<file path="src/rtl/tts_pkg.sv">
// ============================================================================
// tts_pkg : shared state encoding and table-slice helper for truth_table_sweeper
// Revision 1.0
// ============================================================================
`default_nettype none

package tts_pkg;

   typedef logic [1:0] tts_state_t;

   localparam tts_state_t IDLE   = 2'd0;
   localparam tts_state_t DRIVE  = 2'd1;
   localparam tts_state_t SAMPLE = 2'd2;
   localparam tts_state_t DONE   = 2'd3;

   // LSB of the expected-output slice that belongs to vector idx
   function automatic int unsigned tts_slice_lsb(input int unsigned idx, input int unsigned n_ch);
      return idx * n_ch;
   endfunction

endpackage

`default_nettype wire

</file>
<file path="src/rtl/tts_settle_cnt.sv">
// ============================================================================
// tts_settle_cnt : per-vector settle counter, tc high on the last settle cycle
// Revision 1.0
// ============================================================================
`default_nettype none

module tts_settle_cnt #(
   parameter int SETTLE = 2
) (
   input  logic clk,
   input  logic reset,
   input  logic clr,
   input  logic en,
   output logic tc
);

   localparam int              CNT_W  = $clog2(SETTLE + 1);
   localparam logic [CNT_W-1:0] TC_VAL = CNT_W'(SETTLE - 1);

   logic [CNT_W-1:0] cnt;

   always_ff @(posedge clk) begin
      if (reset || clr)
         cnt <= '0;
      else if (en)
         cnt <= cnt + CNT_W'(1);
   end

   assign tc = (cnt == TC_VAL);

endmodule

`default_nettype wire

</file>
<file path="src/rtl/truth_table_sweeper.sv">
// ============================================================================
// truth_table_sweeper : exhaustive truth-table sweep and compare of a DUT
// Optional mismatch log ports when TTS_LOG_EN is defined.   Revision 1.0
// ============================================================================
`default_nettype none

module truth_table_sweeper
   import tts_pkg::*;
#(
   parameter int N_IN   = 4,
   parameter int N_CH   = 2,
   parameter int SETTLE = 2
) (
   input  logic                     clk,
   input  logic                     reset,
   input  logic                     start,
   input  logic                     abort,
   input  logic [N_CH*(2**N_IN)-1:0] exp_tbl,
   input  logic [N_CH-1:0]          dut_y,
   output logic [N_IN-1:0]          vec,
   output logic                     busy,
   output logic                     done,
   output logic                     pass,
   output logic [N_IN:0]            err_cnt,
   output logic [N_IN-1:0]          first_fail,
   output logic                     first_fail_vld
`ifdef TTS_LOG_EN
   ,
   output logic                     log_valid,
   output logic [N_IN-1:0]          log_idx,
   output logic [N_CH-1:0]          log_y
`endif
);

   localparam int LSB_W = (N_CH * (2**N_IN) > 1) ? $clog2(N_CH * (2**N_IN)) : 1;

   tts_state_t       state;
   logic [N_IN-1:0]  idx;
   logic             settle_tc;
   logic [LSB_W-1:0] slice_lsb;
   logic [N_CH-1:0]  exp_y;
   logic             mismatch;

   tts_settle_cnt #(
      .SETTLE (SETTLE)
   ) u_settle_cnt (
      .clk   (clk),
      .reset (reset),
      .clr   (state != DRIVE),
      .en    (state == DRIVE),
      .tc    (settle_tc)
   );

   assign slice_lsb = LSB_W'(tts_slice_lsb(32'(idx), N_CH));
   assign exp_y     = exp_tbl[slice_lsb +: N_CH];
   assign mismatch  = (dut_y != exp_y);

   always_ff @(posedge clk) begin
      if (reset) begin
         state          <= IDLE;
         idx            <= '0;
         err_cnt        <= '0;
         first_fail     <= '0;
         first_fail_vld <= 1'b0;
      end else if (abort) begin
         // error state is kept so a board controller can inspect an aborted run
         state <= IDLE;
      end else begin
         case (state)
            IDLE, DONE: begin
               if (start) begin
                  idx            <= '0;
                  err_cnt        <= '0;
                  first_fail_vld <= 1'b0;
                  state          <= DRIVE;
               end
            end
            DRIVE: begin
               if (settle_tc)
                  state <= SAMPLE;
            end
            SAMPLE: begin
               if (mismatch) begin
                  err_cnt <= err_cnt + (N_IN+1)'(1);
                  if (!first_fail_vld) begin
                     first_fail     <= idx;
                     first_fail_vld <= 1'b1;
                  end
               end
               if (idx == {N_IN{1'b1}}) begin
                  state <= DONE;
               end else begin
                  idx   <= idx + N_IN'(1);
                  state <= DRIVE;
               end
            end
            default: state <= IDLE;
         endcase
      end
   end

`ifdef TTS_LOG_EN
   always_ff @(posedge clk) begin
      if (reset) begin
         log_valid <= 1'b0;
         log_idx   <= '0;
         log_y     <= '0;
      end else begin
         log_valid <= 1'b0;
         if (!abort && state == SAMPLE && mismatch) begin
            log_valid <= 1'b1;
            log_idx   <= idx;
            log_y     <= dut_y;
         end
      end
   end
`endif

   assign vec  = idx;
   assign busy = (state == DRIVE) || (state == SAMPLE);
   assign done = (state == DONE);
   assign pass = (state == DONE) && (err_cnt == '0);

endmodule

`default_nettype wire

</file>
<file path="config.mk">
export PLATFORM = sky130hd
export DESIGN_NAME = truth_table_sweeper
export DESIGN_NICKNAME = d
export VERILOG_FILES = /design/src/rtl/tts_pkg.sv /design/src/rtl/tts_settle_cnt.sv /design/src/rtl/truth_table_sweeper.sv
export SDC_FILE = /design/constraint.sdc
export NUM_CORES = 1
export LEC_CHECK = 0
export ABC_AREA = 0
export CAP_MARGIN = 10
export CORE_ASPECT_RATIO = 1.2
export CORE_MARGIN = 1.5
export CORE_UTILIZATION = 42
export DETAILED_ROUTE_END_ITERATION = 10
export GPL_TIMING_DRIVEN = 0
export PLACE_DENSITY = 0.8
export SETUP_SLACK_MARGIN = 0.15
export SKIP_LAST_GASP = 1
export SYNTH_ARGS = -nofsm -noshare
export SYNTH_HDL_FRONTEND = slang
export SYNTH_SLANG_ARGS = --single-unit
</file>
<file path="constraint.sdc">
create_clock -name clk -period 2.73 [get_ports clk]
set_input_delay 0.273 -clock clk [delete_from_list [all_inputs] [get_ports clk]]
set_output_delay 0.273 -clock clk [all_outputs]
set_load 0.02 [all_outputs]
</file>
==> metrics.txt, run 1 <==
syn_nets=194; slew margin rel.=62.8%; Final Hold Vio Count=0; Crit. End Element=flop; Hold Crit Class=flop to flop; sequential cell fraction of total power=49.0%; switching part of the total power=23.6%; Post-CTS Setup Bufs=0; Num Clock Sinks=18; post-route ant nets=0; Worst setup SP type=flop; status=complete, no violations; I/O pin cnt=55; Tightest Pin Transition=554 ps; commonest non-fill, non-tap cell in the layout=clkdlybuf4s50_1; Port-buffer cells=54; combinational cell fraction of total power=a little over 20%; hold-fix buffers at CTS=0; Power Density=291 nW/um2; VDD IR-drop max=0.320 mV; num rows=21; CTS root buf=clkbuf_4; total die area=between 3000 and 4000 um2; Vias/cell=5.47; Warnings, synthesis=0; routed wire length per instance=13.9 um; Clk pwr share=between 30% and 40%; clk_lat worst skew=300 ps; clk buf depth=2; Max Cap Violations=0; CP Cell Sequence=buf_4, mux2i_1, a22o_1, nor3_1, o41ai_2, and2_1, buf_2, or4_1, a31oi_1; crit path max-delay cell type=or4_1; initial antenna violation count=0; Reg clk slew, reported paths=110 ps; Chip Height=approximately 63 um; most frequent cells in the layout=clkdlybuf4s50_1, mux2i_1, dfxtp_1; CP max stage delay=500 ps; Leak=0.689 nW; Die Width=52.8 um; dpl ws=226 ps; worst hold margin=430 ps; DR iter-0 viols=16; Final Skew=6.50 ps; drt total wl=between 3 and 4 mm; crit path kind=flop to flop; vias=between 1000 and 1500; GRT overflow=0; first-pass GRT wire length=5.51 mm; Post-layout nets=253; diodes inserted=0; PnR worst setup slack=344 ps; Synth Register Bits=18; Post-Syn Instances=148; Psw=0.000129 W; CP top delay family=simple AND/OR/NAND/NOR gates; DR DRC count=0; placed wire-length estimate=about 2.8 mm; gr usage total=21.0%; Starting Density=between 40% and 50%; Core Area=2810 um2; post-route clock period utilization=87.4%; Fmax achieved=419 MHz; Worst EP required=2960 ps; fin. max-slew vios=0; routability-driven placement congestion ratio=0.776; number of global-route vias before repair=1323; Int Pwr=0.000417 W; share of cells above drive strength 1=5.34%; Worst EP arrival=2620 ps; synthesized area=between 1000 and 1500 um2; Final setup viols=0; FF-to-FF setup slack=340 ps; crit path max fanout=10; Layout area overhead=50.2%; H-tree levels=1; Bufs and invs on worst path=2; post-route minimum period=2390 ps; CTS buffer count=3; drt pass-1 iters=4; register area share after synthesis=28.9%; largest net degree at the start of global routing=11; RSZ-0062 raised after global routing=false; Mean Syn Cell Area=8.44 um2; setup TNS=0 ps; post-synth cell types=31; CTS tree=done
cell type report:
| cell class | instances | area [um2] |
|---|---|---|
| sequential | 18 | 360 |
| inverter | 10 | 37.5 |
| tap | 34 | 42.5 |
| timing repair buffer | 54 | 541 |
| buffer | 6 | 35.0 |
| fill | 243 | 936 |
| multi-input combinational | 114 | 823 |
| clock buffer | 4 | 36.3 |
cell families after synthesis:
logic type,after synthesis,synth area share (%)
AO/OA/AOI/OAI,33,19.8
adder cells (fa/ha/maj),8,8.02
AND/OR/NAND/NOR,51,20.0
buffers and inverters,16,5.81
multiplexers,20,16.0
flip-flops,18,28.9
XOR/XNOR,2,1.40
repair_timing:
item                                    CTS  global route
gates resized for setup                   0             1
endpoints found under the setup margin    0             1
endpoints found under the hold margin     0             0
metrics by stage:
step / area (um2) / total power [W] / cells / utilization (%)
CTS: 1870 / 0.000545 / 240 / 66.4
floorplan: 1250 / 0.000315 / 148 / -
finish: 1880 / 0.000545 / 240 / 66.7
global placement: 1830 / 0.000382 / 236 / 65.2
detailed placement: 1830 / 0.000384 / 236 / 65.2
global route: 1880 / 0.000566 / 240 / 66.7
registers in the layout, indices dropped and copies added, names as in the netlist:
name	cells
first_fail	4
u_settle_cnt.cnt	2
first_fail_vld	1
state	2
err_cnt	5
vec	4
worst paths after layout:
path,startpoint,endpoint,cells after the start
hold / removal,u_settle_cnt.cnt[0]$_SDFFE_PP0N_,u_settle_cnt.cnt[0]$_SDFFE_PP0N_,1
hold reg to reg,u_settle_cnt.cnt[0]$_SDFFE_PP0N_,u_settle_cnt.cnt[0]$_SDFFE_PP0N_,1
setup reg to reg,vec[0]$_SDFFE_PP0P_,err_cnt[3]$_SDFFE_PP0P_,9
setup / recovery,vec[0]$_SDFFE_PP0P_,err_cnt[3]$_SDFFE_PP0P_,9
power groups by stage:
stage	Clock, W	Sequential (W)	Combinational [W]
finish	0.000166	0.000267	0.000112
global route	0.000177	0.000268	0.000122
CTS	0.000166	0.000267	0.000112
detailed placement	0	0.000273	0.000111
global placement	0	0.000273	0.000109
floorplan	0	0.000274	0.0000415
cell usage after synthesis, drive strengths merged:
cell / instances / area, um2
o41ai: 2 / 17.5
nand2b: 1 / 6.26
and2: 3 / 18.8
xor2: 1 / 8.76
or3: 2 / 12.5
nor3: 9 / 45.0
a21oi: 6 / 30.0
o211ai: 3 / 22.5
or4: 3 / 22.5
xnor2: 1 / 8.76
nor2: 14 / 52.6
nor4: 3 / 18.8
o21a: 4 / 30.0
nand2: 8 / 30.0
dfxtp: 18 / 360
a31oi: 3 / 18.8
mux2i: 20 / 200
nand4: 1 / 6.26
a22o: 8 / 70.1
o21ai: 1 / 5.00
a221oi: 1 / 8.76
o21ba: 3 / 30.0
a21o: 2 / 15.0
nor2b: 2 / 12.5
inv: 10 / 37.5
clkbuf: 3 / 11.3
ha: 8 / 100
nand3: 5 / 25.0
buf: 3 / 23.8
routing by layer:
metal / part of all wire [%] / global-route usage, % / vias up
met5: 0 / 0 / -
met1: 37 / 21.6 / 600
met2: 54 / 40.0 / 50
li1: - / - / 656
met4: 1.1 / 6.41 / 0
met3: 7.3 / 4.55 / 6
Note: power is estimated with default switching activity, not from simulation.
==> inputs of run 2 (changes only) <==
--- a/config.mk
+++ b/config.mk
@@ -13,6 +13,7 @@
 export DETAILED_ROUTE_END_ITERATION = 10
 export GPL_TIMING_DRIVEN = 0
 export PLACE_DENSITY = 0.8
+export RECOVER_POWER = 100
 export SETUP_SLACK_MARGIN = 0.15
 export SKIP_LAST_GASP = 1
 export SYNTH_ARGS = -nofsm -noshare
==> run 2 against run 1 <==
Net effect: clock power hardly changed; first-iteration DRC count is 6.3% higher; clock-buffer cell count stayed put; die area stayed put; global-route usage stayed put; maximum frequency is 2.0% lower; critical path depth stayed put; combinational power hardly changed; design area is 0.40% lower; largest cell class unchanged.
==> metrics.txt, run 2 (synthesized netlist as in run 1, its figures left out) <==
Hold Crit Class=flop to flop; worst setup path start=vec[0]$_SDFFE_PP0P_; Layout area overhead=49.6%; FF-to-FF setup slack=300 ps (-50 ps); drt pass-1 iters=4 (unchanged); reg2reg start=vec[0]$_SDFFE_PP0P_; Crit. End Element=flop; post-route minimum period=2430 ps (+49.4 ps); routed wire length per instance=13.8 um (-0.57%); placed cells=236 (unchanged); Chip Height=62.7 um (unchanged); Final Skew=6.80 ps (+0.301 ps); diodes inserted=0 (unchanged); initial antenna violation count=0 (unchanged); Area after DPL=1830 um2 (unchanged); Post-Layout Cell Count=240 (unchanged); r2r endpoint=err_cnt[4]$_SDFFE_PP0P_; Post-layout nets=253 (unchanged); slew margin rel.=62.0% (-0.82 points); CTS root buf=clkbuf_4; Worst setup SP type=flop; VDD IR-drop max=0.320 mV (about the same); DR DRC count=0 (unchanged); share of cells above drive strength 1=4.85% (-0.49 points); RSZ-0062 raised after global routing=false; Core Area=2810 um2 (unchanged); Worst EP arrival=2670 ps (+50 ps); CTS tree=done; met2 WL=1.80 mm (-0.28%); post-route cell area=1870 um2 (-0.40%); first-pass GRT wire length=5.51 mm (unchanged); Num Clock Sinks=18 (unchanged); post-route ant nets=0 (unchanged); Reg clk slew, reported paths=110 ps (about the same); crit path max fanout=10 (unchanged); status=complete, no violations; Leak=0.743 nW (+7.7%); CTS buffer count=3 (unchanged); Port-buffer cells=54 (unchanged); most frequent cells in the layout=clkdlybuf4s50_1, mux2i_1, dfxtp_1; Tightest Pin Transition=566 ps (+12.1 ps); DR iter-0 viols=17 (+1); total die area=3310 um2 (unchanged); worst r2r path cells=9 (unchanged); crit path kind=flop to flop; Final Hold Vio Count=0 (unchanged); Max Cap Violations=0 (unchanged); setup TNS=0 ps (unchanged); GRT overflow=0 (unchanged); post-route clock period utilization=89.2% (+1.8 points); dpl ws=226 ps (unchanged); clk_lat worst skew=300 ps (about the same); PnR worst setup slack=295 ps (-49.4 ps); number of global-route vias before repair=1323 (unchanged); post-layout util=66.4% (-0.27 points); H-tree levels=1 (unchanged); Top reg by flops=err_cnt; hold-fix buffers at CTS=0 (unchanged); post-CTS sizing=0 (unchanged); Final setup viols=0 (unchanged); Worst EP required=2960 ps (about the same); gr usage total=21.0% (unchanged); critical path endpoint=err_cnt[4]$_SDFFE_PP0P_; I/O pin cnt=55 (unchanged); max reg flops=5 (unchanged); routability-driven placement congestion ratio=0.776 (unchanged); placed wire-length estimate=2.77 mm (unchanged); fin. max-slew vios=0 (unchanged); Max Used Layer=met4; largest net degree at the start of global routing=11 (unchanged); vias=1320 (+0.61%); DR WL met3=240 um (-1.2%); Starting Density=44.4% (unchanged); drt total wl=3.31 mm (-0.57%); Power Density=291 nW/um2 (about the same); Met1 Routed Length=1.23 mm (-0.81%); clk buf depth=2 (unchanged); Die Width=52.8 um (unchanged); Vias/cell=5.50 (+0.61%); num rows=21 (unchanged); Post-CTS Setup Bufs=0 (unchanged); Fmax achieved=411 MHz (-2.0%); commonest non-fill, non-tap cell in the layout=clkdlybuf4s50_1
run 2: cell count changes in the layout (fill, tap and decap cells not counted), sizes merged:
cell / delta
dlygate4sd3: +17
clkdlybuf4s50: -17
run 2: worst max-delay path, stage by stage, from the launching register on:
cell and delay, ps:
dfxtp_1 430, buf_6 200, mux2i_1 90, a22o_1 250
o21a_1 190, o41ai_1 540, and2_0 190, buf_2 180
o211ai_1 130, a31oi_1 170
run 2: report_power, final:
| group | internal (W) | total [W] | leakage [nW] | switching (W) |
|---|---|---|---|---|
| combinational | 0.0000691 | 0.000110 | 0.576 | 0.0000414 |
| clock | 0.0000813 | 0.000166 | 0.0210 | 0.0000849 |
| sequential | 0.000265 | 0.000267 | 0.145 | 0.00000204 |
run 2: final cells by class:
type	count	area [um2]
Buffer	6	35.0
Clock buffer	4	36.3
Fill cell	245	943
Inverter	10	37.5
Multi-Input combinational cell	114	816
Sequential cell	18	360
Tap cell	34	42.5
Timing Repair Buffer	54	541
run 2: worst min path at each step:
stage                     cells past startpoint                               end  slack, ps                        startpoint
after global routing                          1  u_settle_cnt.cnt[0]$_SDFFE_PP0N_        440  u_settle_cnt.cnt[0]$_SDFFE_PP0N_
after floorplan                               1             state[0]$_SDFFE_PP0P_        350                             reset
final                                         1  u_settle_cnt.cnt[0]$_SDFFE_PP0N_        430  u_settle_cnt.cnt[0]$_SDFFE_PP0N_
after CTS                                     1  u_settle_cnt.cnt[0]$_SDFFE_PP0N_        430  u_settle_cnt.cnt[0]$_SDFFE_PP0N_
after detailed placement                      1  u_settle_cnt.cnt[0]$_SDFFE_PP0N_        420  u_settle_cnt.cnt[0]$_SDFFE_PP0N_
after global placement                        1  u_settle_cnt.cnt[0]$_SDFFE_PP0N_        410  u_settle_cnt.cnt[0]$_SDFFE_PP0N_
run 2: per-layer routing:
layer,global-route usage [%],vias up
li1,-,657
met1,21.6,606
met2,40.0,51
met3,4.55,6
met4,6.41,0
met5,0,-
run 2: through the flow:
stage	hold WS, ps	total power [W]
after floorplan	350	0.000315
after global placement	408	0.000382
after detailed placement	417	0.000384
after CTS	431	0.000545
after global routing	445	0.000564
final	430	0.000544
